[config.mk]
export PLATFORM = sky130hd
export DESIGN_NAME = button_event_fifo
export DESIGN_NICKNAME = d
export VERILOG_FILES = /design/src/rtl/button_event_fifo.sv
export SDC_FILE = /design/constraint.sdc
export NUM_CORES = 1
export LEC_CHECK = 0
export BUFFER_PORTS_ARGS = -buffer_cell sky130_fd_sc_hd__buf_2
export CAP_MARGIN = 20
export CORE_MARGIN = 4
export CORE_UTILIZATION = 32
export DETAILED_ROUTE_END_ITERATION = 16
export PLACE_DENSITY_LB_ADDON = 0.2
export SLEW_MARGIN = 5
export SYNTH_ARGS = -nofsm -noshare
export SYNTH_HDL_FRONTEND = slang
export SYNTH_SLANG_ARGS = --single-unit
[constraint.sdc]
create_clock -name clock -period 3.95 [get_ports clock]
set_clock_uncertainty 0.2 [all_clocks]
set_input_delay 0.395 -clock clock [delete_from_list [all_inputs] [get_ports clock]]
set_output_delay 0.395 -clock clock [all_outputs]
set_load 0.05 [all_outputs]
[src/rtl/button_event_fifo.sv]
// Four-button press-event queue: 2-flop sync, per-button debounce, pending bits, small event FIFO.
// Latency: a press reaches the head DEBOUNCE_CYCLES+4 edges after the raw input first samples high.
// Backpressure: a full FIFO holds events in pending bits; a press while already pending sets overflow.
// Optional macro BTN_AUTOREPEAT_EN: repeat press every REPEAT_CYCLES while a button stays held.
module button_event_fifo #(
    parameter int unsigned DEBOUNCE_CYCLES = 250000,
    parameter int unsigned FIFO_DEPTH      = 4,
    parameter int unsigned REPEAT_CYCLES   = 7250000
) (
    input  logic       clock,
    input  logic       reset,
    input  logic       BTNU,
    input  logic       BTNR,
    input  logic       BTND,
    input  logic       BTNL,
    input  logic       rd_en,
    input  logic       clr_ovf,
    output logic [2:0] button,
    output logic [4:0] count,
    output logic       overflow
);

    localparam int unsigned   CW       = $clog2(DEBOUNCE_CYCLES);
    localparam int unsigned   PW       = $clog2(FIFO_DEPTH);
    localparam logic [CW-1:0] CNT_LAST = CW'(DEBOUNCE_CYCLES - 1);
    localparam logic [4:0]    CNT_FULL = 5'(FIFO_DEPTH);

    generate
        if (DEBOUNCE_CYCLES < 2 || DEBOUNCE_CYCLES > (1 << 20) ||
            FIFO_DEPTH < 2 || FIFO_DEPTH > 16 ||
            (FIFO_DEPTH & (FIFO_DEPTH - 1)) != 0 || REPEAT_CYCLES < 2) begin : g_bad_param
            $error("button_event_fifo: parameter out of range");
        end
    endgenerate

    // Bit order everywhere: 0=U, 1=R, 2=D, 3=L (also the push priority order).
    logic [3:0]    btn_raw;
    logic [3:0]    sync1_q;
    logic [3:0]    sync2_q;
    logic [3:0]    deb_q;
    logic [3:0]    deb_d;
    logic [3:0]    toggle;
    logic [3:0]    press_q;
    logic [3:0]    press_d;
    logic [3:0]    pend_q;
    logic [3:0]    pend_d;
    logic [3:0]    grant;
    logic [CW-1:0] cnt_q [4];
    logic [CW-1:0] cnt_d [4];

    logic [2:0]    mem_q [FIFO_DEPTH];
    logic [PW-1:0] rd_ptr_q;
    logic [PW-1:0] rd_ptr_d;
    logic [PW-1:0] wr_ptr_q;
    logic [PW-1:0] wr_ptr_d;
    logic [4:0]    count_q;
    logic [4:0]    count_d;
    logic          ovf_q;
    logic          ovf_d;
    logic          pop;
    logic          push;
    logic [2:0]    push_code;

    assign btn_raw = {BTNL, BTND, BTNR, BTNU};

    always_comb begin
        toggle = '0;
        for (int i = 0; i < 4; i++) begin
            cnt_d[i] = '0;
            if (sync2_q[i] != deb_q[i]) begin
                if (cnt_q[i] == CNT_LAST) begin
                    toggle[i] = 1'b1;
                end else begin
                    cnt_d[i] = cnt_q[i] + 1'b1;
                end
            end
        end
        deb_d = deb_q ^ toggle;
    end

`ifdef BTN_AUTOREPEAT_EN
    localparam int unsigned   RW       = $clog2(REPEAT_CYCLES);
    localparam logic [RW-1:0] REP_LAST = RW'(REPEAT_CYCLES - 1);

    logic [RW-1:0] rep_q [4];
    logic [RW-1:0] rep_d [4];
    logic [3:0]    rep_fire;

    // Timer runs only while the debounced level is, and stays, high.
    always_comb begin
        rep_fire = '0;
        for (int i = 0; i < 4; i++) begin
            rep_d[i] = '0;
            if (deb_q[i] && !toggle[i]) begin
                if (rep_q[i] == REP_LAST) begin
                    rep_fire[i] = 1'b1;
                end else begin
                    rep_d[i] = rep_q[i] + 1'b1;
                end
            end
        end
        press_d = (toggle & ~deb_q) | rep_fire;
    end

    always_ff @(posedge clock) begin
        for (int i = 0; i < 4; i++) begin
            if (reset) begin
                rep_q[i] <= '0;
            end else begin
                rep_q[i] <= rep_d[i];
            end
        end
    end
`else
    assign press_d = toggle & ~deb_q;
`endif

    always_comb begin
        pop       = rd_en && (count_q != 5'd0);
        grant     = '0;
        push_code = 3'd0;
        if (count_q != CNT_FULL || pop) begin
            if (pend_q[0]) begin
                grant     = 4'b0001;
                push_code = 3'd1;
            end else if (pend_q[1]) begin
                grant     = 4'b0010;
                push_code = 3'd2;
            end else if (pend_q[2]) begin
                grant     = 4'b0100;
                push_code = 3'd3;
            end else if (pend_q[3]) begin
                grant     = 4'b1000;
                push_code = 3'd4;
            end
        end
        push = |grant;

        // A press on an already-pending button is dropped and flagged.
        pend_d   = (press_q & ~pend_q) | (pend_q & ~grant);
        ovf_d    = (|(press_q & pend_q)) | (ovf_q & ~clr_ovf);
        count_d  = count_q + 5'(push) - 5'(pop);
        rd_ptr_d = pop  ? rd_ptr_q + 1'b1 : rd_ptr_q;
        wr_ptr_d = push ? wr_ptr_q + 1'b1 : wr_ptr_q;
    end

    always_ff @(posedge clock) begin
        if (reset) begin
            sync1_q  <= '0;
            sync2_q  <= '0;
            deb_q    <= '0;
            press_q  <= '0;
            pend_q   <= '0;
            for (int i = 0; i < 4; i++) begin
                cnt_q[i] <= '0;
            end
            rd_ptr_q <= '0;
            wr_ptr_q <= '0;
            count_q  <= 5'd0;
            ovf_q    <= 1'b0;
        end else begin
            sync1_q  <= btn_raw;
            sync2_q  <= sync1_q;
            deb_q    <= deb_d;
            press_q  <= press_d;
            pend_q   <= pend_d;
            for (int i = 0; i < 4; i++) begin
                cnt_q[i] <= cnt_d[i];
            end
            rd_ptr_q <= rd_ptr_d;
            wr_ptr_q <= wr_ptr_d;
            count_q  <= count_d;
            ovf_q    <= ovf_d;
        end
    end

    always_ff @(posedge clock) begin
        if (!reset && push) begin
            mem_q[wr_ptr_q] <= push_code;
        end
    end

    assign button   = (count_q != 5'd0) ? mem_q[rd_ptr_q] : 3'd0;
    assign count    = count_q;
    assign overflow = ovf_q;

endmodule

==> results.txt <==
Drt wl/cell: 11.7 um
FFs w/ async S/R, synth: 0%
FP Rows: 46
Via/cell ratio: 4.66
CTS tree: yes
RePlAce Congestion: 0.734
Placeable Area: 15800 um2
H-tree levels: 4
CTS Buffer Depth: 2
DIE AREA: 18200 um2
Grt ovf: 0
Yosys Warn Count: 0
Register area: 2440 um2
Final Max Slew Viols: 0
Worst-margin pin slew: 0.853 ns
Count leader, synth: dfxtp_1
Ys flop type: dfxtp_1
Fin area: 6050 um2
Pin count of the biggest net entering global routing: 39
Yosys top cell area share: 40.5%
Area leader, netlist: dfxtp_1
RSZ-0062 raised after global routing: no
Vias in the first global route: 3546
Chip width: 135 um
Worst setup EP type: flop
Placed Instances: 759
# DRC: 0
Pre-antenna DRT Iters: 5
I/O pins: 17
Gr usage total: 11.2%
Crit path max fanout: 5
Worst-path cell chain: inv_1 -> ha_1 -> or4b_1 -> and2_1 -> ha_1 -> inv_1 -> ha_1 -> fa_1 -> a21oi_1 -> nor2_1 -> or3_1 -> a21oi_1
Die height: 135 um
Clock sinks: 116
Crit path launch type: flop
Clock latency on the worst-skew pair: 0.41 ns
Final core occ: 38.2%
Hold Slack: 0.189 ns
HPWL Detailed: 6440 um
DRT iter0 DRCs: 176
First-pass GRT wire length: 16400 um
CP Class: reg2reg
Fin crit share: 82.1%
Setup ws final: 0.707 ns
Count of cell types in the netlist: 48
Finished Layout Cells: 795
Status: completed
Share of layout cells above drive strength 1: 10.2%
Pre-CTS setup slack: 0.695 ns
Root Buffer: clkbuf_16
Worst hold path type: in2reg
Nets: 589
Post-Route Setup TNS: 0 ns
Worst Min Path Start: clr_ovf
Fmax: 308 MHz
Overall power: 3.21 mW
Worst Path Buf+Inv: 2
Placed cell areas: 5430 um2
Flops & latches, synth: 116
Family with the most delay on the worst path: simple AND/OR/NAND/NOR gates
Max incr delay on CP: 0.52 ns
Number of synthesized flops with an enable pin: 12
Fillers: 1584
Wirelength, routed: 9320 um
Slew Limit Headroom: 43.0%
R2R Setup Slk: 0.71 ns
Top post-synthesis cells by area: dfxtp_1, xnor2_1, edfxtp_1, nor2_1, ha_1
Num CTS Buffers: 17
Synthesized area: 5140 um2
Port Buf Inserts: 16
Crit-path most repeated cell: ha_1
Reg2reg start: count[3]
Final hold violation count: 0
Antenna Cells: 0
Synth cell count leaders: dfxtp_1, nor2_1, xnor2_1
Setup violators final: 0
Post-synth net total: 563
Critical path origin: count[3]
Area Growth Syn to Fin: 17.6%
Total leakage power: 1.97 nW
Post-Syn Instances: 540
Via count: 3707
Sequential area share after synthesis: 47.5%
ANT nets after route: 0
WP data required: 4.08 ns
CP max-delay cell: or4b_1
CP arrival: 3.38 ns
Initial antenna violation count: 0
Peak VDD IR: 0.263 mV
Fin crit period: 3.24 ns
Reg clk slew, reported paths: 0.05 ns
Maxcap violations: 0
Avg Synthesized Cell Area: 9.52 um2
Pwr dens: 531 nW/um2
Initial core utilization: 32.5%
Multi-input gate area: 2550 um2
==> flip-flops by register name, summed over array words and instances (netlist names), named ones only <==
signal / flops
mem_q: 12
press_q: 4
pend_q: 4
sync1_q: 4
sync2_q: 4
rd_ptr_q: 2
wr_ptr_q: 2
overflow: 1
count: 5
cnt_q: 72
==> final timing paths <==
path / end / depth (start not counted)
worst min register to register: sync2_q[3] / 1
worst min-delay path: overflow / 4
worst max-delay path: count[4] / 12
worst max register to register: count[4] / 12
==> layer usage <==
layer | vias up | GRT usage, % | routed length (um)
met3 | 10 | 3.13 | 308
met2 | 49 | 16.5 | 4130
met4 | 0 | 6.45 | 156
met5 | - | 0 | 0
li1 | 1944 | - | -
met1 | 1704 | 14.6 | 4730
==> final cells by class <==
cell class / count / share of cell area [%]
Clock buffer: 19 / 7.16
Clock inverter: 13 / 2.32
Inverter: 22 / 1.37
Multi-Input combinational cell: 388 / 42.2
Sequential cell: 116 / 40.4
Tap cell: 216 / 4.47
Timing Repair Buffer: 21 / 2.11
==> where the power goes <==
part	internal [mW]	total, mW	switching, mW
combinational	0.166	0.448	0.282
sequential	1.23	1.27	0.0369
clock	0.976	1.49	0.517
total	2.37	3.21	0.836
==> worst register-to-register path, cell delays in order, from the launching register on <==
cell and delay, ns:
dfxtp_1 0.33, inv_1 0.08, ha_1 0.16, or4b_1 0.52, and2_1 0.23, ha_1 0.28
inv_1 0.04, ha_1 0.20, fa_1 0.41, a21oi_1 0.17, nor2_1 0.07, or3_1 0.35
a21oi_1 0.14
==> cells by family (layout without fill, tap and decap cells) <==
group	count (synthesis)	in the layout	share of synthesized area, %
compound gates	36	36	5.01
xor+xnor	65	65	11.1
fa+ha+maj	15	15	3.80
buf+inv	36	75	2.92
flops	116	116	47.5
mux	9	9	2.48
simple gates	263	263	27.2
==> placed cells by master, fill, tap and decap left out, drive strengths merged, types with 14 or more instances in the layout <==
master | Yosys | routed
nand3 | 28 | 28
clkbuf | 7 | 19
xnor2 | 45 | 45
nor4 | 16 | 16
nor3 | 22 | 22
nor2 | 92 | 92
xor2 | 20 | 20
inv | 22 | 22
dfxtp | 104 | 104
buf | 7 | 17
nand4 | 28 | 28
ha | 14 | 14
nand2 | 15 | 15
==> repair_timing <==
action	4_1_cts	5_1_grt
gates resized for setup	0	0
hold endpoints to repair	4	0
hold buffers	4	0
setup buffers	0	0
(Power assumes the default switching activity.)
